==> src/rtl/mem_stage_pkg.sv <==
// Shared widths, bus field offsets and FSM encoding for the memory stage.
package mem_stage_pkg;

    localparam int EXE_MEM_W = 154;
    localparam int MEM_WB_W  = 118;

    localparam int EM_CTL_LO   = 150;
    localparam int EM_CTL_HI   = 153;
    localparam int EM_SDATA_LO = 118;
    localparam int EM_RES_LO   = 86;
    localparam int EM_PASS_HI  = 85;
    localparam int EM_PASS_LO  = 38;
    localparam int EM_WEN      = 37;
    localparam int EM_WDEST_LO = 32;

    localparam int CTL_LOAD  = 3;
    localparam int CTL_STORE = 2;
    localparam int CTL_WORD  = 1;
    localparam int CTL_SIGN  = 0;

    typedef enum logic [1:0] {
        S_IDLE = 2'd0,
        S_REQ  = 2'd1,
        S_WAIT = 2'd2,
        S_DONE = 2'd3
    } mem_state_e;

    function automatic logic is_mem_op(input logic [3:0] ctl);
        return ctl[CTL_LOAD] | ctl[CTL_STORE];
    endfunction

endpackage

==> src/rtl/mem_align.sv <==
// Byte-lane steering: store strobes/replication and load lane extract.
module mem_align (
    input  logic [1:0]  addr_lo,
    input  logic        ls_word,
    input  logic        lb_sign,
    input  logic [31:0] store_data,
    input  logic [31:0] rdata,
    output logic [3:0]  wstrb,
    output logic [31:0] wdata,
    output logic [31:0] load_data
);

    logic [7:0] lane;

    always_comb begin
        wstrb = 4'h0;
        wdata = 32'h0;
        lane  = 8'h0;
        if (ls_word) begin
            wstrb = 4'hF;
            wdata = store_data;
        end else begin
            wstrb = 4'b0001 << addr_lo;
            wdata = {4{store_data[7:0]}};
        end
        unique case (addr_lo)
            2'd0: lane = rdata[7:0];
            2'd1: lane = rdata[15:8];
            2'd2: lane = rdata[23:16];
            2'd3: lane = rdata[31:24];
        endcase
    end

    always_comb begin
        load_data = rdata;
        if (!ls_word) begin
            load_data = lb_sign ? {{24{lane[7]}}, lane} : {24'h0, lane};
        end
    end

endmodule

==> src/rtl/mem_stage.sv <==
// Memory-access stage: entry latch, data-memory handshake FSM, MEM->WB bus.
module mem_stage
    import mem_stage_pkg::*;
(
    input  logic                 clk,
    input  logic                 resetn,
    input  logic                 EXE_over,
    input  logic [EXE_MEM_W-1:0] EXE_MEM_bus,
    output logic                 MEM_allow_in,
    input  logic                 WB_allow_in,
    output logic                 MEM_over,
    output logic [MEM_WB_W-1:0]  MEM_WB_bus,
    output logic [4:0]           MEM_wdest,
    output logic [31:0]          MEM_pc,
    output logic                 dm_req,
    output logic                 dm_wr,
    output logic [31:0]          dm_addr,
    output logic [3:0]           dm_wstrb,
    output logic [31:0]          dm_wdata,
    input  logic                 dm_ready,
    input  logic                 dm_rvalid,
    input  logic [31:0]          dm_rdata
);

    logic [EXE_MEM_W-1:0] bus_r;
    logic                 valid;
    mem_state_e           state;
    logic [31:0]          rdata_r;
    logic                 over_r;
    logic                 req_r;

    logic [3:0]  ctl;
    logic [31:0] store_data;
    logic [31:0] exe_result;
    logic [4:0]  rf_wdest;
    logic [31:0] pc;
    logic [31:0] load_data;
    logic [31:0] mem_result;
    logic        accept;
    logic        new_mem;

    assign ctl        = bus_r[EM_CTL_HI:EM_CTL_LO];
    assign store_data = bus_r[EM_SDATA_LO +: 32];
    assign exe_result = bus_r[EM_RES_LO +: 32];
    assign rf_wdest   = bus_r[EM_WDEST_LO +: 5];
    assign pc         = bus_r[31:0];

    assign MEM_allow_in = ~valid | (over_r & WB_allow_in);
    assign accept       = EXE_over & MEM_allow_in;
    assign new_mem      = is_mem_op(EXE_MEM_bus[EM_CTL_HI:EM_CTL_LO]);

    mem_align u_align (
        .addr_lo    (exe_result[1:0]),
        .ls_word    (ctl[CTL_WORD]),
        .lb_sign    (ctl[CTL_SIGN]),
        .store_data (store_data),
        .rdata      (dm_rdata),
        .wstrb      (dm_wstrb),
        .wdata      (dm_wdata),
        .load_data  (load_data)
    );

    // Accept is only possible when idle or retiring from DONE.
    always_ff @(posedge clk or negedge resetn) begin
        if (!resetn) begin
            state   <= S_IDLE;
            valid   <= 1'b0;
            bus_r   <= '0;
            rdata_r <= 32'h0;
            over_r  <= 1'b0;
            req_r   <= 1'b0;
        end else if (accept) begin
            bus_r <= EXE_MEM_bus;
            valid <= 1'b1;
            if (new_mem) begin
                state  <= S_REQ;
                req_r  <= 1'b1;
                over_r <= 1'b0;
            end else begin
                state  <= S_DONE;
                req_r  <= 1'b0;
                over_r <= 1'b1;
            end
        end else begin
            unique case (state)
                S_IDLE: ;
                S_REQ: begin
                    if (dm_ready) begin
                        req_r <= 1'b0;
                        if (ctl[CTL_STORE]) begin
                            state  <= S_DONE;
                            over_r <= 1'b1;
                        end else begin
                            state <= S_WAIT;
                        end
                    end
                end
                S_WAIT: begin
                    if (dm_rvalid) begin
                        rdata_r <= load_data;
                        state   <= S_DONE;
                        over_r  <= 1'b1;
                    end
                end
                S_DONE: begin
                    if (WB_allow_in) begin
                        state  <= S_IDLE;
                        valid  <= 1'b0;
                        over_r <= 1'b0;
                    end
                end
            endcase
        end
    end

    assign mem_result = ctl[CTL_LOAD] ? rdata_r : exe_result;

    assign MEM_over   = over_r;
    assign MEM_WB_bus = {bus_r[EM_WEN], rf_wdest, mem_result,
                         bus_r[EM_PASS_HI:EM_PASS_LO], pc};
    assign MEM_wdest  = rf_wdest & {5{valid}};
    assign MEM_pc     = pc;

    assign dm_req  = req_r;
    assign dm_wr   = ctl[CTL_STORE];
    assign dm_addr = {exe_result[31:2], 2'b00};

endmodule

==> config.mk <==
export PLATFORM = sky130hd
export DESIGN_NAME = mem_stage
export DESIGN_NICKNAME = d
export VERILOG_FILES = /design/src/rtl/mem_stage_pkg.sv /design/src/rtl/mem_align.sv /design/src/rtl/mem_stage.sv
export SDC_FILE = /design/constraint.sdc
export NUM_CORES = 1
export LEC_CHECK = 0
export ABC_AREA = 1
export CORE_ASPECT_RATIO = 0.5
export CORE_MARGIN = 2
export CORE_UTILIZATION = 43
export DETAILED_ROUTE_END_ITERATION = 7
export PLACE_DENSITY_LB_ADDON = 0.08
export SKIP_LAST_GASP = 1
export SYNTH_ARGS = -nofsm -noshare
export SYNTH_HDL_FRONTEND = slang
export SYNTH_HIERARCHICAL = 1
export SYNTH_SLANG_ARGS = --single-unit
==> constraint.sdc <==
create_clock -name clk -period 1.6 [get_ports clk]
set_input_delay 0.32 -clock clk [delete_from_list [all_inputs] [get_ports clk]]
set_output_delay 0.32 -clock clk [all_outputs]
set_load 0.05 [all_outputs]
; ---- Word-level counts from Yosys, hierarchy flattened
; Cells that the tools add are included.
[word_totals]
regBits = 191
input_bits = 192
output_inout_bits = 227
wordCells = 61
[op_classes]
n_eq_ne = 10
n_shift = 1
muxes = 26
bitwise = 7
reduce_logical = 11
[op_table]
columns = operator, count
row1 = $mux 32, 4
row2 = $pmux 8 s4, 1
row3 = $mux 1, 13
row4 = $ne 3x3->1 const B, 4
row5 = $mux 2, 5
row6 = $eq 2x2->1 const B, 4
row7 = $reduce_bool 2->1, 4
row8 = $pmux 2 s3, 1
row9 = $and 5x5->5, 1
row10 = $reduce_and 5->1, 1
row11 = $eq 2x1->1 const B, 2
row12 = $mux 4, 1
row13 = $reduce_and 2->1, 2
row14 = $reduce_and 4->1, 1
row15 = $reduce_bool 4->1, 1
row16 = $shl 1x2->4 const A, 1
row17 = $pmux 1 s3, 1
row18 = $reduce_and 3->1, 1
row19 = $and 1x1->1, 2
row20 = $logic_not 2->1, 1
row21 = $not 1->1, 2
row22 = $or 1x1->1, 2

; ---- Logic depth before layout (Yosys ltp)
[depth]
word_depth = 5
depth_mapped = 9
mapped_depth_nobuf = 8

; ---- Modules after synthesis
; Netlist, hierarchy kept.
[by_module_without_submodules]
columns = mod, instances, cells_each, area_each_um2, seq_area_each_um2
row1 = mem_stage, 1, 1098, 9004.9, 4779.6
row2 = mem_align, 1, 198, 875.8, 0.0

; ---- Least setup slack after synthesis
; Ideal clock, no wire load.
[synth_timing]
path_type = reg2out
from = reg bus_r[87]
to = out dm_wstrb[1]
t_arrival_ns = 1.694
required_ns = 1.280
path_slack_ns = -0.414
stages_incl_launch_ff = 3
n_path_buf = 1
cell_sequence = dfrtp_1 -> buf_4 -> o21ai_0
[synth_via]
elab_chain_cells = 2
[synth_rtl]
columns = element, line_no
row1 = from (decl), mem_stage.sv:25  ; logic [EXE_MEM_W-1:0] bus_r;
row2 = from (signal assigned), mem_stage.sv:73  ; bus_r <= EXE_MEM_bus;
row3 = $shl 1x2->4, mem_align.sv:23  ; wstrb = 4'b0001 << addr_lo;
row4 = $mux 4, mem_align.sv:19  ; if (ls_word) begin
row5 = to (decl), mem_stage.sv:18  ; output logic [3:0] dm_wstrb,
; No other way between the ends.

; ---- Final worst setup path
[layout_timing]
from = reg bus_r[151]
to = out dm_wdata[9]
[layout_via]
elab_chain_cells = 1
[layout_rtl]
columns = element, line_no
row1 = $mux 32, mem_align.sv:19
row2 = to (decl), mem_stage.sv:19  ; output logic [31:0] dm_wdata,
; No other way between the ends.

==> results.py <==
metrics = {
    "run_status": {
        "outcome": "complete, but fails checks",
        "violations": "setup timing",
    },
    "timing": {
        "fin_ws_ns": -0.2952,
        "min_period_ns": 1.895,
        "finalClockSkew_ns": 0.009701,
        "finalHoldViolations": 0,
        "fmax_mhz": 527.6,
        "setup_viol_count_final": 73,
        "rsz0062_at_grt": "yes",
        "drv_slew": 0,
        "layout_worst_path_cycle_share": 1.185,
    },
    "critical_path": {
        "crit_start": "bus_r[151]$_DFFE_PN0P_",
        "r2r_cells": 7,
        "cp.arrival_ns": 1.58,
        "crit_top_cell": "buf_4",
        "crit_chain": "buf_4 > buf_12 > nand2_1 > nand2_2 > buf_4",
        "start_kind": "register",
        "cp_max_fo": 25,
        "cp-end-kind": "primary output",
        "endpoint": "dm_wdata[9]",
        "crit_type": "register to primary output",
        "critPathRequiredTime_ns": 1.28,
        "r2r_end": "rdata_r[28]$_DFFE_PN0P_",
        "path_depth": 5,
        "crit_buf_inv": 3,
        "slowest_stage": "dfrtp_2",
        "r2r_slack_ns": -0.03,
        "max_stage_delay_ns": 0.44,
        "reg2reg_from": "bus_r[151]$_DFFE_PN0P_",
        "cpLargestDelayFamily": "buffers and inverters",
    },
    "yosys": {
        "seq_area_frac_synth": 0.4837,
        "synth_compound_gate_area_share": 0.007724,
        "async_flop_share": 1.000,
        "yosys-top-cells-count": "769 x nand2_1, 191 x dfrtp_1, 171 x buf_4",
        "ys_ff_latch": 191,
        "syn_avg_cell_area_um2": 7.624,
        "synth_edf_count": 0,
        "yosys-top-cells-area": "dfrtp_1 48%, nand2_1 29%, buf_4 13%",
        "synthMuxAreaShare": 0,
        "synth_ff_type": "dfrtp_1",
        "synthAdderAreaFrac": 0,
        "yosys.area.top_type": "dfrtp_1",
        "synth_cells": 1296,
        "synth_area_mm2": 0.009881,
        "synth.distinct_cells": 22,
        "yosysMostFrequentCell": "nand2_1",
        "synth_top_family_by_area": "simple AND/OR/NAND/NOR gates",
        "synth_top_area_share": 0.4837,
        "synthXorXnorAreaFrac": 0,
        "yosysWarnings": 6,
        "synth_simple_gate_area_frac": 0.3357,
    },
    "grt": {
        "grtUsageTotal": 0.2540,
        "grt_start_max_net_pins": 64,
        "antenna_found_initial": 6,
        "grt_pass1_wl_um": 47760,
        "grt_pass1_vias": 8750,
        "grt.overflow.total": 0,
    },
    "cells_and_area": {
        "layout-drive-gt1-share": 0.2747,
        "fin_area_mm2": 0.01504,
        "fin_nets": 1755,
        "seq_area_mm2": 0.004788,
        "fill_cells": 1861,
        "multi_input_area_mm2": 0.003939,
        "syn_to_final_growth_pct": 52.18,
    },
    "route": {
        "drc": 0,
        "viasPerCell": 4.760,
        "firstDrtPassIters": 5,
        "wl_um": 31210,
        "ant_nets": 0,
        "post_drt_wl_per_cell_um": 16.54,
        "first_iter_violations": 715,
        "vias": 8982,
    },
    "clock_network": {
        "clk_pin_slew_worst_paths_ns": 0.07,
        "cts_buffers": 17,
        "clk_latency_ns": 0.45,
        "root_buffer": "clkbuf_16",
        "cts_max_level": 4,
        "clock_path_buffers": 2,
        "clock_sinks": 191,
        "cts_tree": "built",
    },
    "floorplan": {
        "num_rows": 39,
        "dieWidth_um": 218.4,
        "initial_core_util": 0.4355,
        "core_mm2": 0.02269,
        "dieArea_mm2": 0.02428,
        "die_h_um": 111.2,
        "ioPinCount": 419,
    },
    "place": {
        "dpl-instance-area_mm2": 0.01344,
        "gp_congestion": 0.8596,
        "io_buffers": 416,
        "hpwl_um": 21980,
        "place_ws_ns": -0.1460,
    },
    "worst_hold_path": {
        "min_path_type": "input pin to async pin",
    },
    "run": {
        "maxCapViolCount": 0,
    },
}
[stage by stage]
stage	util	instances	hold slack, ns	TNS (ns)
after floorplan	-	1297	0.02441	-0.03094
after global placement	0.5924	1833	0.2835	-9.618
after detailed placement	0.5924	1833	0.2847	-10.82
after CTS	0.6396	1880	0.3648	-15.49
after global routing	0.6625	1885	0.3789	-19.28
final	0.6627	1887	0.3615	-14.74
[registers in the layout (all words and copies together) (netlist names)]
name and flops:
rdata_r 32, bus_r 154, valid 1, dm_req 1, state 2, MEM_over 1
[timing repair]
| action | 4_1_cts | 5_1_grt |
|---|---|---|
| cloned | 3 | 4 |
| endpoints found under the setup margin | 66 | 78 |
| gates resized for setup | 84 | 144 |
| hold buffers | 1 | 0 |
| setup buffers | 11 | 5 |
| endpoints found under the hold margin | 33 | 0 |
| pin swaps | 8 | 25 |
[cell type report]
cell class,count,area share
Clock inverter,13,0.01182
Timing Repair Buffer,464,0.3464
Timing Repair inverter,1,0.0004993
Inverter,18,0.005242
Antenna cell,4,0.0006657
Multi-Input combinational cell,870,0.2619
Sequential cell,191,0.3184
Clock buffer,19,0.02946
Tap cell,307,0.02555
[kinds of logic (layout without fill, tap and decap cells)]
family / after synthesis / in the layout
and+or+nand+nor: 854 / 856
AOI/OAI and AO/OA: 12 / 12
buffers and inverters: 238 / 515
other: 1 / 6
DFF: 191 / 191
[worst min path at each step]
| stage | from | to | slack (ns) | cells past startpoint |
|---|---|---|---|---|
| floorplan | resetn | MEM_over$_DFFE_PN0P_ | 0.02 | 0 |
| global placement | resetn | bus_r[141]$_DFFE_PN0P_ | 0.28 | 1 |
| detailed placement | resetn | bus_r[145]$_DFFE_PN0P_ | 0.28 | 1 |
| CTS | resetn | bus_r[145]$_DFFE_PN0P_ | 0.36 | 2 |
| global route | EXE_MEM_bus[77] | bus_r[77]$_DFFE_PN0P_ | 0.38 | 3 |
| finish | resetn | bus_r[145]$_DFFE_PN0P_ | 0.36 | 2 |
[metal layers]
metal	global-route usage	wire [µm]
met1	0.3220	12890
met2	0.4078	15100
met3	0.07517	2421
met4	0.1002	786
met5	0	13
[cells in the final DEF (no fill, tap or decap), types with 4 or more instances in the layout]
master           Yosys  layout
buf_12               0      75
buf_4              171     146
buf_6               19      24
buf_8                0      26
clkbuf_16            0      18
clkdlybuf4s50_1      0     190
clkinv_4             0       4
dfrtp_1            191     184
dfrtp_2              0       7
diode_2              0       4
inv_1               15      12
nand2_1            769     676
nand2_2              5      53
nand2_4              0      44
nand3_1             49      49
nor2_1              24      19
nor2_2               3       7
o21ai_0              8       5
Power is left out: the tool's default activity adds up to more than one toggle a clock period on the data nets, which glitch-free logic cannot reach.
